`src/rtl/passcode_entry.sv`:
```
// passcode_entry: turns raw board buttons and hex slide switches into the
// safe controller's input bus. Every button has its own synchronizer,
// debounce counter and rising-edge detector. Digit presses shift hex digits
// into a four-digit entry register. Commit and lock are issued as
// single-cycle strobes.
//
// state | meaning
// ------+-----------------------------------------
// IDLE  | no digits entered (count 0)
// ENTRY | partial entry (count 1..3)
// FULL  | four digits entered, commit is accepted
module passcode_entry #(
  parameter int DEBOUNCE_CYCLES = 1_000_000
) (
  input  logic        clk,
  input  logic        rst,
  input  logic [3:0]  digit_sw,
  input  logic        btn_digit,
  input  logic        btn_clear,
  input  logic        btn_set,
  input  logic        btn_commit,
  input  logic        btn_lock,
  output logic [15:0] passinput,
  output logic        pass_set,
  output logic        pass_reg,
  output logic        pass_lock,
  output logic [2:0]  digit_count,
  output logic        entry_full
);

  localparam int CW = (DEBOUNCE_CYCLES > 1) ? $clog2(DEBOUNCE_CYCLES) : 1;
  localparam logic [CW-1:0] CNT_MAX = CW'(DEBOUNCE_CYCLES - 1);

  // Button channel index: 0 digit, 1 clear, 2 set, 3 commit, 4 lock.
  localparam int B_DIGIT  = 0;
  localparam int B_CLEAR  = 1;
  localparam int B_SET    = 2;
  localparam int B_COMMIT = 3;
  localparam int B_LOCK   = 4;

  typedef enum logic [1:0] {
    IDLE  = 2'd0,
    ENTRY = 2'd1,
    FULL  = 2'd2
  } state_t;

  logic [4:0]    btn_raw;
  logic [4:0]    sync1;
  logic [4:0]    sync2;
  logic [4:0]    deb;
  logic [4:0]    deb_d;
  logic [4:0]    press;
  logic [CW-1:0] cnt [5];

  state_t        state;
  state_t        state_nxt;
  logic [15:0]   pass_nxt;
  logic [2:0]    count_nxt;
  logic          reg_nxt;
  logic          lock_nxt;

  assign btn_raw = {btn_lock, btn_commit, btn_set, btn_clear, btn_digit};

  // Two-flop synchronizer for every raw button.
  always_ff @(posedge clk or posedge rst) begin
    if (rst) begin
      sync1 <= '0;
      sync2 <= '0;
    end else begin
      sync1 <= btn_raw;
      sync2 <= sync1;
    end
  end

  // Debounce: the level flips only after it has differed for DEBOUNCE_CYCLES cycles in a row.
  always_ff @(posedge clk or posedge rst) begin
    if (rst) begin
      deb   <= '0;
      deb_d <= '0;
      for (int i = 0; i < 5; i++) cnt[i] <= '0;
    end else begin
      deb_d <= deb;
      for (int i = 0; i < 5; i++) begin
        if (sync2[i] == deb[i]) begin
          cnt[i] <= '0;
        end else if (cnt[i] == CNT_MAX) begin
          deb[i] <= sync2[i];
          cnt[i] <= '0;
        end else begin
          cnt[i] <= cnt[i] + 1'b1;
        end
      end
    end
  end

  assign press = deb & ~deb_d;

  // State and output registers. Every output is registered, so no input reaches an output combinationally.
  always_ff @(posedge clk or posedge rst) begin
    if (rst) begin
      state       <= IDLE;
      passinput   <= 16'h0000;
      digit_count <= 3'd0;
      entry_full  <= 1'b0;
      pass_reg    <= 1'b0;
      pass_lock   <= 1'b0;
      pass_set    <= 1'b0;
    end else begin
      state       <= state_nxt;
      passinput   <= pass_nxt;
      digit_count <= count_nxt;
      entry_full  <= (count_nxt == 3'd4);
      pass_reg    <= reg_nxt;
      pass_lock   <= lock_nxt;
      pass_set    <= deb[B_SET];
    end
  end

  // Next-state logic. Only the highest-priority press acts (lock > clear > commit > digit).
  always_comb begin
    state_nxt = state;
    pass_nxt  = passinput;
    count_nxt = digit_count;
    reg_nxt   = 1'b0;
    lock_nxt  = 1'b0;
    if (press[B_LOCK]) begin
      lock_nxt  = 1'b1;
      pass_nxt  = 16'h0000;
      count_nxt = 3'd0;
      state_nxt = IDLE;
    end else if (press[B_CLEAR]) begin
      pass_nxt  = 16'h0000;
      count_nxt = 3'd0;
      state_nxt = IDLE;
    end else if (press[B_COMMIT]) begin
      if (state == FULL) reg_nxt = 1'b1;
    end else if (press[B_DIGIT]) begin
      if (state != FULL) begin
        pass_nxt  = {passinput[11:0], digit_sw};
        count_nxt = digit_count + 3'd1;
        state_nxt = (digit_count == 3'd3) ? FULL : ENTRY;
      end
    end
  end

endmodule

```
`config.mk`:
```
export PLATFORM = sky130hd
export DESIGN_NAME = passcode_entry
export DESIGN_NICKNAME = d
export VERILOG_FILES = /design/src/rtl/passcode_entry.sv
export SDC_FILE = /design/constraint.sdc
export NUM_CORES = 1
export LEC_CHECK = 0
export ABC_AREA = 0
export ABC_CLOCK_PERIOD_IN_PS = 12300
export BUFFER_PORTS_ARGS = -buffer_cell sky130_fd_sc_hd__buf_4
export CAP_MARGIN = 25
export CORE_MARGIN = 4
export CORE_UTILIZATION = 35
export DETAILED_ROUTE_END_ITERATION = 10
export SYNTH_ARGS = -nofsm -noshare
export SYNTH_HDL_FRONTEND = slang
export SYNTH_SLANG_ARGS = --single-unit
```
`constraint.sdc`:
```
create_clock -name clk -period 12.3 [get_ports clk]
set_input_delay 1.23 -clock clk [delete_from_list [all_inputs] [get_ports clk]]
set_output_delay 1.23 -clock clk [all_outputs]
set_load 0.01 [all_outputs]
```
# Yosys cells after proc, flatten, opt, wreduce, memory -nomap -nowiden
# Index checks and enable logic that the tools add are counted.
# op_classes
add_sub_neg,6
eq_ne,15
mux,31
bitwise,7
n_reduce_logical,8
# op_table
operator,count
20-bit two-way mux,10
"20-bit by 1-bit adder with 20-bit output, second input constant",5
"20-bit equality test, second input constant",5
16-bit two-way mux,5
3-bit two-way mux,5
2-bit two-way mux,6
2-bit AND reduction,5
3-bit nonzero test,2
5-bit bitwise AND,1
1-bit equality test,5
1-bit two-way mux,5
1-bit NOT,5
5-bit NOT,1
"3-bit by 1-bit adder with 3-bit output, second input constant",1
"3-bit by 2-bit equality test with 1-bit output, second input constant",1
"3-bit equality test, second input constant",1
"3-bit by 2-bit inequality test with 1-bit output, second input constant",1
3-bit AND reduction,1
"2-bit equality test, second input constant",1
"2-bit inequality test, second input constant",1
# totals
register_bits,145
input_bits,11
wordCells,87

# Depth between registers and ports, before layout
# depth
word_depth,7
mapped_depth,6

# Worst setup path before layout
# OpenSTA, ideal clock, no wires.
# synth_path
kind,reg2reg
start,register cnt[75] (netlist name)
end,register deb[1]
setup_ps,125
arrival_ps,1977
required_ps,12175
setup_slack_ps,10198
stages_incl_launch_ff,5
synth_period_minus_slack_ps,2102
path_cell_list,dfrtp_1 or4b_1 or4_1 nor2_1 mux2_2
# synth_via
elab_chain_cells,2
# synth_rtl
element,line_no,rtl
from (decl),53,logic [CW-1:0] cnt [5];
"from (signal, indexed assignment)",90,cnt[i] <= cnt[i] + 1'b1;
20-bit equality test,86,end else if (cnt[i] == CNT_MAX) begin
2-bit AND reduction (no source line),--,
"to (signal, indexed assignment)",87,deb[i] <= sync2[i];
to (decl),50,logic [4:0] deb;
# No other way between the ends.
# A chain may end at the register's enable or synchronous reset.

# Final worst setup path
# layout_path
start,register cnt[97] (netlist name)
end,register cnt[86] (netlist name)
# layout_via
elab_chain_cells,3
# layout_rtl
element,line_no,rtl
20-bit equality test,86,
20-bit two-way mux,86,
20-bit two-way mux,84,if (sync2[i] == deb[i]) begin
# No other way between the ends.

==> run metrics <==
status=finished, final reports clean; Placement Rows=50; commonest non-fill, non-tap cell in the layout=dfrtp_1; setup ws final=9.886 ns; die outline width=about 150 µm; via count=4829; post-synth cell types=43; Post-Route Skew=between 0.015 and 0.02 ns; Hold WC Path Type=reg2reg; number of global-route vias before repair=~4700; critical path type=reg2reg; hold depth=0; Syn Std Cell Area=roughly 6700 µm²; Worst path depth=5; Mapped Nets=a little under 700; Multi-input gate area=a little under 3000 µm²; Biggest register=cnt; Synth Area in Compound Gates=between 6 and 7%; cells along the critical path=nand3_1, or4b_2, o31ai_2, buf_4, nor2_1; Worst Path Max Fanout=11; Worst-Skew Late Latency=approximately 0.42 ns; synthesized-area fraction occupied by and/or/nand/nor cells=25.01%; syn avg cell area=9.974 µm²; Max Freq=0.4142 GHz; gpl congestion=slightly above 0.8; Resized Gates After CTS=0; FF+latch count, synth=about 140; RSZ-0062 raised after global routing=no; Tmin final=about 2.4 ns; number of flops mapped to enable cells by yosys=0; Worst path slowest cell=o31ai_2; routed len/inst=roughly 14 µm; period utilization=19.63%; R2R cell count=5; Critical R2R Launch=cnt[97]; Max Cap Violations=0; I/O pin count=34; area of the core=between 15000 and 20000 µm²; sequential fraction of the synthesis area=a little over half; Post-Synthesis Cells=between 600 and 700; adder-cell share of the synthesized area=between 1 and 1.5%; initial antenna violation count=0; cts bufs inserted=17; max reg flops=100; fill cell count=approximately 1800; final hold violation count=0; share of cells above drive strength 1=around an eighth; antenna fix cells=0; sequential cell area=around 3600 µm²; aggregate global routing overflow=0; Critical Path Max Stage Delay=0.73 ns; Primary FF master, synth=dfrtp_1; flop-to-flop setup slack=9.89 ns; routed wire length=between 10000 and 15000 µm; Crit path arrival time=2.72 ns; yosys warns=0; CTS root buf=clkbuf_16; Worst setup EP type=flip-flop; Worst Max-Slew Pin Slew=a little over 0.9 ns; Regs by FF count=cnt x100, passinput x16; post-layout instance count excluding filler cells=between 900 and 1000; post-CTS setup buffers=0; combinational family with the most area after synthesis=simple AND/OR/NAND/NOR gates; CTS tree=built; Area after DPL=approximately 7000 µm²; leakage power=3.194 nW; hold-fix buffers at CTS=0; XOR/XNOR share of the synthesized area=~9.1%; clk sinks=around 140; Die Ht=between 100 and 150 µm; Initial Util=a little over a third; Max H-tree Level=4; worst-case vdd ir drop=between 0.08 and 0.09 mV; final setup fails=0; delay-heaviest family, CP=simple AND/OR/NAND/NOR gates; Area Growth Syn to Fin=16.70%; I/O Buffers=33; start point of the worst hold path=sync1[2]; Required @ worst endpoint=~13 ns; placed insts=~920; fin nets=between 700 and 800; capturing point of the worst reg2reg path=cnt[86]; final instance area=slightly below 8000 µm²; Clock Path Buffers=2; HPWL after detailed placement=between 8000 and 9000 µm; TNS Setup=0 ns; pre-CTS setup slack=9.485 ns; post-synthesis mux area share=1.147%; DR iter-0 viols=roughly 300; Slew HR=a little under two fifths; pwr dens=132.6 nW/µm²; Async SR Flop Fraction=100.0%; Routed Antenna Nets=0; Slew Limit Fails=0; clock-pin slew on the worst setup and hold paths=about 0.060 ns; first-pass GRT wire length=approximately 23000 µm; commonest cells after routing, fill and taps aside=144 x dfrtp_1, 87 x nor2_1, 69 x nand2_1; largest net degree at the start of global routing=76; drt pass-1 iters=4; worst hold endpoint=sync2[2]; CP bufs+invs=1; GRT Total Usage=12.87%; Post-route DRC=0; hold slack=about 0.35 ns; full die area=21280 µm²; drt via density=slightly above 5; Startpoint Class=flip-flop
layer usage:
metal,vias up,wire (µm),track usage (%)
met2,68,6001,19.56
li1,2411,-,-
met1,2340,6579,17.92
met4,0,146,4.558
met5,-,0,0
met3,10,398,3.208
metrics by stage:
stage	total power, mW	utilization, %
finish	1.030	41.50
global route	1.069	41.50
CTS	1.042	41.50
detailed placement	0.5228	38.33
global placement	0.5225	38.33
floorplan	0.5118	-
report_power, final:
group / switching [mW] / internal (mW) / total [mW]
Combinational: 0.0192 / 0.00801 / 0.0272
Sequential: 0.00614 / 0.479 / 0.485
Clock: 0.210 / 0.307 / 0.517
final cells by class:
type,instances,area share [%]
clock buffer,19,5.705
clock inverter,13,1.950
inverter,21,1.080
multi-input combinational,481,37.41
sequential,144,46.41
tap,234,3.771
timing repair buffer,38,3.674
worst max path at each step:
stage / startpoint / to
2_1_floorplan: rst / cnt[0]
3_3_place_gp: rst / cnt[21]
3_5_place_dp: rst / cnt[21]
4_1_cts: cnt[97] / cnt[83]
5_1_grt: rst / cnt[29]
6_report: cnt[97] / cnt[86]
Yosys cell counts (2+ instances only):
library cell | instances | area [µm²]
dfrtp_1 | 144 | 3603
nor2_1 | 87 | 326.6
nand2_1 | 69 | 259.0
a21oi_1 | 43 | 215.2
xnor2_1 | 42 | 367.9
nand3_1 | 40 | 200.2
xor2_1 | 27 | 236.5
inv_1 | 21 | 78.83
nor3_1 | 20 | 100.1
nor4_1 | 19 | 118.9
o21ai_0 | 17 | 85.08
nand4_1 | 16 | 100.1
or4_1 | 15 | 112.6
clkbuf_1 | 14 | 52.55
or3_1 | 13 | 81.33
o31ai_1 | 11 | 82.58
and4_1 | 8 | 70.07
and3_1 | 7 | 43.79
ha_1 | 7 | 87.58
nand4b_1 | 7 | 61.31
buf_2 | 5 | 25.02
mux2_2 | 5 | 56.30
nand2b_1 | 3 | 18.77
nor4b_1 | 3 | 26.28
a31o_2 | 2 | 17.52
and2_1 | 2 | 12.51
mux2i_1 | 2 | 20.02
nand4_2 | 2 | 25.02
nand4_4 | 2 | 42.54
kinds of logic after synthesis:
logic type	count (synthesis)
AND/OR/NAND/NOR	320
flip-flops	144
AO/OA/AOI/OAI	78
XOR/XNOR	69
buffers and inverters	42
multiplexers	7
adder cells (fa/ha/maj)	7
worst reg2reg max path, cell delays in order, from the launching register on:
cell and delay, ns:
dfrtp_1 0.39, nand3_1 0.13, or4b_2 0.68, o31ai_2 0.73, buf_4 0.31, nor2_1 0.06
No activity file was read; power rests on OpenSTA's default activity.
